[config.mk]
export PLATFORM = sky130hd
export DESIGN_NAME = sram_fifo_ctrl
export DESIGN_NICKNAME = d
export VERILOG_FILES = /design/src/rtl/sram_fifo_ctrl.sv
export SDC_FILE = /design/constraint.sdc
export NUM_CORES = 1
export LEC_CHECK = 0
export CAP_MARGIN = 20
export CORE_ASPECT_RATIO = 0.9
export CORE_MARGIN = 1.5
export CORE_UTILIZATION = 31
export DETAILED_ROUTE_END_ITERATION = 6
export SETUP_SLACK_MARGIN = 0.4
export SLEW_MARGIN = 10
export SYNTH_ARGS = -nofsm -noshare
export SYNTH_HDL_FRONTEND = slang
export SYNTH_SLANG_ARGS = --single-unit
[constraint.sdc]
create_clock -name clk -period 4.7 [get_ports clk]
set_input_delay 0.94 -clock clk [delete_from_list [all_inputs] [get_ports clk]]
set_output_delay 0.94 -clock clk [all_outputs]
set_load 0.01 [all_outputs]
[src/rtl/sram_fifo_ctrl.sv]
// sram_fifo_ctrl: FIFO controller over a single-port 1-cycle-latency SRAM with a 2-entry output buffer
package fifo_package;
    localparam int DATA_WIDTH = 8;
    localparam int ADDR_WIDTH = 2;
    localparam int DEPTH      = 4;
endpackage

module sram_fifo_ctrl #(
    parameter int DATA_WIDTH = fifo_package::DATA_WIDTH,
    parameter int ADDR_WIDTH = fifo_package::ADDR_WIDTH,
    parameter int DEPTH      = fifo_package::DEPTH
) (
    input  logic                  clk,
    input  logic                  rst,
    input  logic                  push_valid_i,
    input  logic [DATA_WIDTH-1:0] push_data_i,
    output logic                  push_ready_o,
    output logic                  pop_valid_o,
    output logic [DATA_WIDTH-1:0] pop_data_o,
    input  logic                  pop_ready_i,
    output logic [ADDR_WIDTH-1:0] sram_addr_o,
    output logic [DATA_WIDTH-1:0] sram_wdata_o,
    output logic                  sram_we_o,
    input  logic [DATA_WIDTH-1:0] sram_rdata_i,
    output logic [ADDR_WIDTH:0]   count_o,
    output logic                  full_o,
    output logic                  empty_o
);
    typedef enum logic {WRITE = 1'b0, READ = 1'b1} rr_t;

    localparam logic [ADDR_WIDTH-1:0] LAST   = ADDR_WIDTH'(DEPTH - 1);
    localparam logic [ADDR_WIDTH:0]   FULL_N = (ADDR_WIDTH + 1)'(DEPTH);

    logic [ADDR_WIDTH-1:0] wr_ptr, rd_ptr;
    logic [ADDR_WIDTH:0]   mem_count, mem_count_nxt, count_nxt, count_r;
    logic                  rd_pending, full_r, empty_r;
    logic [1:0]            obuf_count, obuf_count_nxt, obuf_kept;
    logic [DATA_WIDTH-1:0] obuf [2];
    logic                  cap_slot;
    rr_t                   rr;
    logic                  not_full, pop_fire, read_req, read_first;
    logic                  push_fire, read_grant, contention;
    logic [2:0]            occ;

    assign pop_valid_o  = obuf_count != 2'd0;
    assign pop_data_o   = obuf[0];
    assign sram_we_o    = push_fire;
    assign sram_addr_o  = push_fire ? wr_ptr : rd_ptr;
    assign sram_wdata_o = push_data_i;
    assign count_o      = count_r;
    assign full_o       = full_r;
    assign empty_o      = empty_r;

    // arbitrate the single SRAM port: a prefetch read wins only when rr points at READ or no push fires
    always_comb begin
        not_full       = mem_count < FULL_N;
        pop_fire       = pop_valid_o && pop_ready_i;
        occ            = 3'(obuf_count) + 3'(rd_pending) - 3'(pop_fire);
        read_req       = (mem_count != '0) && (occ < 3'd2);
        read_first     = read_req && (rr == READ);
        push_ready_o   = !read_first && not_full;
        push_fire      = push_valid_i && push_ready_o;
        read_grant     = read_req && (read_first || !push_fire);
        contention     = read_req && push_valid_i && not_full;
        mem_count_nxt  = mem_count + (ADDR_WIDTH + 1)'(push_fire) - (ADDR_WIDTH + 1)'(read_grant);
        obuf_count_nxt = obuf_count + 2'(rd_pending) - 2'(pop_fire);
        obuf_kept      = obuf_count - 2'(pop_fire);
        cap_slot       = obuf_kept[0];
        count_nxt      = mem_count_nxt + (ADDR_WIDTH + 1)'(read_grant) + (ADDR_WIDTH + 1)'(obuf_count_nxt);
    end

    // pointers, occupancy, in-flight read flag, round-robin winner and registered flags
    always_ff @(posedge clk) begin
        if (rst) begin
            wr_ptr     <= '0;
            rd_ptr     <= '0;
            mem_count  <= '0;
            rd_pending <= 1'b0;
            obuf_count <= 2'd0;
            rr         <= WRITE;
            count_r    <= '0;
            full_r     <= 1'b0;
            empty_r    <= 1'b1;
        end else begin
            if (push_fire)
                wr_ptr <= (wr_ptr == LAST) ? '0 : wr_ptr + 1'b1;
            if (read_grant)
                rd_ptr <= (rd_ptr == LAST) ? '0 : rd_ptr + 1'b1;
            if (contention)
                rr <= read_grant ? WRITE : READ;
            mem_count  <= mem_count_nxt;
            rd_pending <= read_grant;
            obuf_count <= obuf_count_nxt;
            count_r    <= count_nxt;
            full_r     <= mem_count_nxt == FULL_N;
            empty_r    <= count_nxt == '0;
        end
    end

    // output buffer: shift on pop, then land returning read data in the first free slot
    always_ff @(posedge clk) begin
        if (rst) begin
            obuf[0] <= '0;
            obuf[1] <= '0;
        end else begin
            if (pop_fire)
                obuf[0] <= obuf[1];
            if (rd_pending)
                obuf[cap_slot] <= sram_rdata_i;
        end
    end

    // read requests are throttled so the 2-entry buffer can never overflow
    always_ff @(posedge clk) begin
        if (!rst)
            assert (obuf_count <= 2'd2);
    end
endmodule

==> results_dict.tcl, run 1 <==
set metrics [dict create \
    status "finished, final reports clean" \
    power_w 0.00159 \
    clkPwrFrac 0.164 \
    ios 46 \
    wirelength_um 2840 \
    dieArea_um2 5380 \
    ys_seq_area_frac 0.522 \
    drv_cap 0 \
    path_clk_slew_ns 0.07 \
    power_density_nw_per_um2 761 \
    critPathKind "input pin to flop" \
    power_switching_w 0.000552 \
    synth_warnings 0 \
    tightest_slew_ns 0.720 \
    arrival_ns 4.33 \
    cp-end-kind "flop" \
    die_h_um 69.8 \
    final_util 0.434 \
    fmax_mhz 240 \
    routed_via_density 4.46 \
    synth_seq_cells 32 \
    root_buffer "clkbuf_8" \
    grt-ovfl-total 0 \
    synth_edf_count 16 \
    drt_iter0_markers 25 \
    drtPass1Iterations 4 \
    crit_slowest_cell "fa_1" \
    num-nets-final 190 \
    drive_above_1_share 0.241 \
    place_congestion 0.807 \
    start_util 0.320 \
    core-area_um2 4800 \
    grt_setup_unrepaired "no" \
    intPower_w 0.00103 \
    ant_nets 0 \
    setup_viol 0 \
    dp_hpwl_um 2020 \
    synthesis.nets 153 \
    wl_per_cell_um 12.5 \
    vdd_drop_max_uv 391 \
    critPathMaxStageDelay_ns 0.45 \
    drc 0 \
    hold_violations 0 \
    antenna_found_initial 0 \
    clock_latency_ns 0.28 \
    finalCritPeriodShare 0.885 \
    p_leak_nw 0.819 \
    area.sequential_um2 801 \
    relSlewSlack 0.518 \
    grt_pass1_wl_um 4920 \
    cts_made_buffers 5 \
    fill_cells 441 \
    die_w_um 77.2 \
    pre_cts_ws_ns -0.105 \
    num_antenna_cells 0 \
    clock_path_buffers 2 \
    ctsHoldBuffers 0 \
    rows 24 \
    num_vias 1013 \
    period_minus_slack_ns 4.16 \
    reg2reg_depth 16 \
    layout-area-overhead-vs-synth_pct 35.8 \
    grt_max_degree 21 \
    avgSynthCellArea_um2 12.4 \
    worstSetupStartpointType "input pin" \
    combPwrFrac 0.565 \
    crit_required_ns 4.87 \
    synth_cells 124 \
    swShare 0.348 \
    setup_slack_ns 0.540 \
    grt_pass1_vias 1068 \
    crit_chain "dlygate4sd2_1 -> and2_4 -> ha_4 -> inv_2 -> ha_2 -> inv_1 -> fa_2 -> xnor2_4 -> o2111ai_4 -> or2_4 -> nand2_1 -> ha_4 -> fa_1 -> inv_1 -> fa_1 -> a31o_1" \
    p_seq_frac 0.271 \
    cp_max_fo 3 \
    min_path_cells 2 \
    maxSlewViolCount 0 \
    syn-cell-area_um2 1540 \
    cts_tree "built" \
    skew_ns 0.00663 \
    min_path_type "flop to flop" \
    ys_types 32 \
    multi_input_area_um2 688 \
    ys.flop_type "edfxtp_1" \
    grt_use_total 0.118 \
    postSynth.asyncResetShare 0 \
    htreeDepth 2 \
    clock_sinks 32 \
    port_buffers 29 \
]
[metrics by stage]
| stage | setup TNS [ns] | std cells | instance area, µm² | hold slack [ns] |
|---|---|---|---|---|
| after floorplan | 0 | 124 | 1540 | 0.460 |
| after global placement | -0.0101 | 214 | 1890 | 0.485 |
| after detailed placement | -0.231 | 214 | 1890 | 0.493 |
| after CTS | 0 | 226 | 2060 | 0.508 |
| after global routing | 0 | 227 | 2080 | 0.541 |
| final | 0 | 227 | 2080 | 0.502 |
[power groups by stage]
stage / clock, W / sequential [W] / combinational [W]
floorplan: 0 / 0.000446 / 0.000497
global placement: 0 / 0.000433 / 0.000803
detailed placement: 0 / 0.000436 / 0.000821
CTS: 0.000267 / 0.000430 / 0.000857
global route: 0.000280 / 0.000439 / 0.000994
finish: 0.000260 / 0.000430 / 0.000896
[cell usage after synthesis, types with 2 or more instances]
| library cell | number | area [µm²] |
|---|---|---|
| a21oi_1 | 3 | 15.0 |
| a22o_1 | 8 | 70.1 |
| and2_1 | 9 | 56.3 |
| buf_4 | 8 | 60.1 |
| clkbuf_1 | 3 | 11.3 |
| dfxtp_1 | 16 | 320 |
| edfxtp_1 | 16 | 480 |
| fa_1 | 3 | 60.1 |
| ha_1 | 6 | 75.1 |
| inv_1 | 6 | 22.5 |
| mux2_2 | 2 | 22.5 |
| mux2i_1 | 3 | 30.0 |
| nand2_1 | 3 | 11.3 |
| nor2_1 | 11 | 41.3 |
| nor2b_1 | 3 | 18.8 |
| nor3b_1 | 2 | 15.0 |
| or2_2 | 3 | 18.8 |
| or3_1 | 2 | 12.5 |
| xor2_1 | 4 | 35.0 |
[state kept, by name, summed over array words and instances (netlist names)]
register,count
obuf,16
count_o,3
mem_count,3
obuf_count,2
rd_ptr,2
wr_ptr,2
empty_o,1
full_o,1
rd_pending,1
rr,1
[kinds of logic (layout without fill, tap and decap cells)]
family	after synthesis	count (layout)	share of synthesized area
adder cells (fa/ha/maj)	9	9	0.0880
buffers and inverters	17	55	0.0611
AO/OA/AOI/OAI	16	16	0.103
XOR/XNOR	6	6	0.0465
flip-flops	32	32	0.522
AND/OR/NAND/NOR	39	39	0.146
multiplexers	5	5	0.0342
[metal layers]
layer,up-vias,wire (µm),share of wire,global-route usage
li1,497,-,-,-
met5,-,0,0,0
met2,29,1420,0.50,0.191
met3,9,167,0.059,0.0395
met4,0,36,0.013,0.0586
met1,478,1220,0.43,0.140
[final cells by class]
type	count	area share
clock inverter	3	0.0204
sequential	32	0.384
timing repair buffer	41	0.182
tap	65	0.0390
multi-input combinational	75	0.330
clock buffer	5	0.0330
inverter	6	0.0108
[worst paths after layout]
path                                               start                      to  slack [ns]
worst max-delay path                         pop_ready_i      empty_o$_SDFF_PP1_        0.54
worst min register to register    rd_ptr[0]$_SDFFE_PP0P_  rd_ptr[0]$_SDFFE_PP0P_        0.50
worst min-delay path              rd_ptr[0]$_SDFFE_PP0P_  rd_ptr[0]$_SDFFE_PP0P_        0.50
worst max register to register  obuf_count[1]$_SDFF_PP0_      empty_o$_SDFF_PP1_        0.70
[what timing repair did]
item                       in CTS  in global routing
setup endpoints to repair       7                  2
buffers inserted                4                  1
pin swaps                       4                  5
gates resized for setup        16                  3
[critical path, delay by kind of cell]
| family | cells | cell delay, ns |
|---|---|---|
| adder cells (fa/ha/maj) | 6 | 1.77 |
| AND/OR/NAND/NOR | 3 | 0.53 |
| buffers and inverters | 4 | 0.45 |
| AO/OA/AOI/OAI | 2 | 0.41 |
| XOR/XNOR | 1 | 0.23 |
[cell usage in the layout (no fill, tap or decap), types with 2 or more instances in the layout]
cell             synthesis  routed
a21oi_1                  3       3
a22o_1                   8       8
and2_1                   9       8
buf_4                    8      10
buf_6                    0       3
clkbuf_8                 0       5
clkdlybuf4s50_1          0      24
dfxtp_1                 16      16
dlygate4sd2_1            0       3
edfxtp_1                16      16
fa_1                     3       2
ha_1                     6       2
ha_4                     0       3
inv_1                    6       5
mux2_2                   2       2
mux2i_1                  3       3
nand2_1                  3       3
nor2_1                  11      11
nor2b_1                  3       3
nor3b_1                  2       2
or2_2                    3       2
or3_1                    2       2
xor2_1                   4       4
Power figures use the tool's default switching activity.
==> inputs of run 2 (changes only) <==
ABC_AREA = 1   (was not set)
==> run 2 against run 1 <==
Effect of this change:
- die area increased by 6.6%
- routed wire length increased by 6.4%
- cell area increased by 8.1%
- hold slack improved by 0.0019 ns
- clock-buffer cell count unchanged
- sequential share of layout area decreased by 2.9 points
- first-iteration DRC count increased to 2.6 times the previous value
- highest routed layer unchanged
==> results_dict.tcl, run 2 <==
set metrics [dict create \
    status "finished, final reports clean" \
    layout.cells.most_common_list "inv_1 (24), clkdlybuf4s50_1 (24), nand2_1 (21)" \
    power_switching_w 0.000686 \
    ff2ff_setup_slack_ns 0.78 \
    avgSynthCellArea_um2 9.43 \
    grt_pass1_vias 1186 \
    die_w_um 79.7 \
    drc 0 \
    ys.flop_type "edfxtp_1" \
    synth_seq_cells 32 \
    cp_max_fo 3 \
    hold_violations 0 \
    largest_register "obuf" \
    placed_cell_area_um2 2080 \
    min_from "wr_ptr[0]$_SDFFE_PP0N_" \
    synth_top_area_share 0.293 \
    p_seq_frac 0.249 \
    syn-cell-area_um2 1640 \
    pre_cts_ws_ns -0.0292 \
    grt_use_total 0.121 \
    largest_register_ffs 16 \
    crit_slowest_cell "fa_2" \
    grt_max_degree 12 \
    ctsHoldBuffers 0 \
    synth_cells 174 \
    start_util 0.331 \
    yosysTopAreaCell "edfxtp_1" \
    antenna_found_initial 0 \
    grt-ovfl-total 0 \
    die_h_um 72.0 \
    period_minus_slack_ns 4.12 \
    relSlewSlack 0.670 \
    ios 46 \
    clock_latency_ns 0.28 \
    setup_viol 0 \
    vdd_drop_max_uv 630 \
    finalCritPeriodShare 0.877 \
    ant_nets 0 \
    clock_path_buffers 2 \
    grt_pass1_wl_um 5180 \
    route.top_layer_used "met4" \
    root_buffer "clkbuf_8" \
    intPower_w 0.00110 \
    drt_iter0_markers 64 \
    wirelength_um 3020 \
    p_leak_nw 1.01 \
    num-nets-final 250 \
    clkPwrFrac 0.146 \
    reg2reg_depth 23 \
    drive_above_1_share 0.302 \
    place_congestion 0.754 \
    dieArea_um2 5740 \
    routed_via_density 4.24 \
    drtPass1Iterations 4 \
    synthesis.nets 203 \
    rows 24 \
    fill_cells 472 \
    maxSlewViolCount 0 \
    wl_per_cell_um 10.5 \
    synth_edf_count 16 \
    num_antenna_cells 0 \
    grt_setup_unrepaired "no" \
    power_w 0.00179 \
    num_vias 1217 \
    critPathCapture "empty_o$_SDFF_PP1_" \
    port_buffers 29 \
    power_density_nw_per_um2 792 \
    cts_made_buffers 5 \
    core-area_um2 4950 \
    crit_required_ns 4.93 \
    cts_tree "built" \
    fmax_mhz 243 \
    startpoint "pop_ready_i" \
    critPathKind "input pin to flop" \
    cp-end-kind "flop" \
    dp_hpwl_um 2300 \
    htreeDepth 2 \
    skew_ns 0.00670 \
    tightest_slew_ns 0.493 \
    combPwrFrac 0.605 \
    path_clk_slew_ns 0.07 \
    critPathMaxStageDelay_ns 0.59 \
    ys_seq_area_frac 0.488 \
    wl_met1_um 1450 \
    r2r-start "obuf_count[1]$_SDFF_PP0_" \
    r2r_end "empty_o$_SDFF_PP1_" \
    tns_ns 0 \
    cp_common_cell "nand2_1" \
    postSynth.asyncResetShare 0 \
    synth_warnings 0 \
    synth_common_cells "inv_1 (27), nand2_1 (21), nor2_1 (21)" \
    layout-area-overhead-vs-synth_pct 37.4 \
    setup_slack_ns 0.577 \
    synth_area_leaders "edfxtp_1 (29%), dfxtp_1 (20%), inv_1 (6.2%), nand2_1 (4.8%), nor2_1 (4.8%)" \
    swShare 0.384 \
    wl_met3_um 142 \
    ys_types 26 \
    min_path_type "flop to flop" \
    clock_sinks 32 \
    worstSetupStartpointType "input pin" \
    arrival_ns 4.35 \
    wl_met2_um 1400 \
    stdcell_area_um2 2250 \
    synth_most_common_cell "inv_1" \
    crit_chain "dlygate4sd2_1 -> nand2_1 -> inv_2 -> ha_4 -> inv_2 -> ha_2 -> inv_1 -> fa_2 -> nand2_4 -> nor2_8 -> o211ai_4 -> nand2_1 -> nand2_1 -> ha_2 -> fa_1 -> inv_2 -> fa_2 -> nor2_4 -> inv_1 -> nand2_1 -> inv_1 -> nand2_1 -> inv_1" \
    drv_cap 0 \
]
[run 2: power by group through the flow]
stage	clock (W)	sequential, W	combinational [W]
4_1_cts	0.000267	0.000445	0.00107
3_3_place_gp	0	0.000450	0.000976
6_report	0.000260	0.000445	0.00108
5_1_grt	0.000279	0.000456	0.00121
2_1_floorplan	0	0.000467	0.000604
3_5_place_dp	0	0.000450	0.000993
[run 2: per-stage QoR]
stage	instances	util	hold slack, ns
CTS	287	0.454	0.509
global route	287	0.455	0.539
finish	287	0.455	0.504
floorplan	174	-	0.474
global placement	273	0.420	0.494
detailed placement	273	0.420	0.493
[run 2: area by class of cell]
| class | instances | area (µm²) | area share |
|---|---|---|---|
| clock buffers | 5 | 68.8 | 0.0305 |
| repair buffers | 49 | 432 | 0.192 |
| multi-input cells | 100 | 702 | 0.311 |
| flip-flops and latches | 32 | 801 | 0.355 |
| inverters | 33 | 126 | 0.0561 |
| well taps | 65 | 81.3 | 0.0361 |
| clock inverters | 3 | 42.5 | 0.0189 |
[run 2: worst min-delay path by stage]
stage                             endpoint  cells after the start
CTS                 wr_ptr[0]$_SDFFE_PP0N_                      2
global placement    wr_ptr[0]$_SDFFE_PP0N_                      2
detailed placement  wr_ptr[0]$_SDFFE_PP0N_                      2
global route        wr_ptr[0]$_SDFFE_PP0N_                      2
finish              wr_ptr[0]$_SDFFE_PP0N_                      2
floorplan           wr_ptr[0]$_SDFFE_PP0N_                      2
[run 2: critical path: cells and delay by family]
| kind | cells | cell delay (ns) |
|---|---|---|
| compound gates | 1 | 0.09 |
| fa+ha+maj | 6 | 2.20 |
| buf+inv | 8 | 0.59 |
| simple gates | 8 | 0.52 |
[run 2: per-layer routing]
| layer | GRT usage | vias up |
|---|---|---|
| met5 | 0 | - |
| met4 | 0.0507 | 0 |
| met3 | 0.0465 | 4 |
| met2 | 0.185 | 22 |
| met1 | 0.152 | 547 |
| li1 | - | 644 |
[run 2: timing repair]
action | 4_1_cts | 5_1_grt
cloned | 0 | 0
endpoints found under the setup margin | 6 | 1
gates resized for setup | 17 | 1
setup buffers | 6 | 0
pin swaps | 10 | 1
[run 2: logic make-up after synthesis]
logic type / Yosys count / synth area share
compound gates: 18 / 0.0717
buf+inv: 42 / 0.115
simple gates: 73 / 0.243
flops: 32 / 0.488
fa+ha+maj: 9 / 0.0824
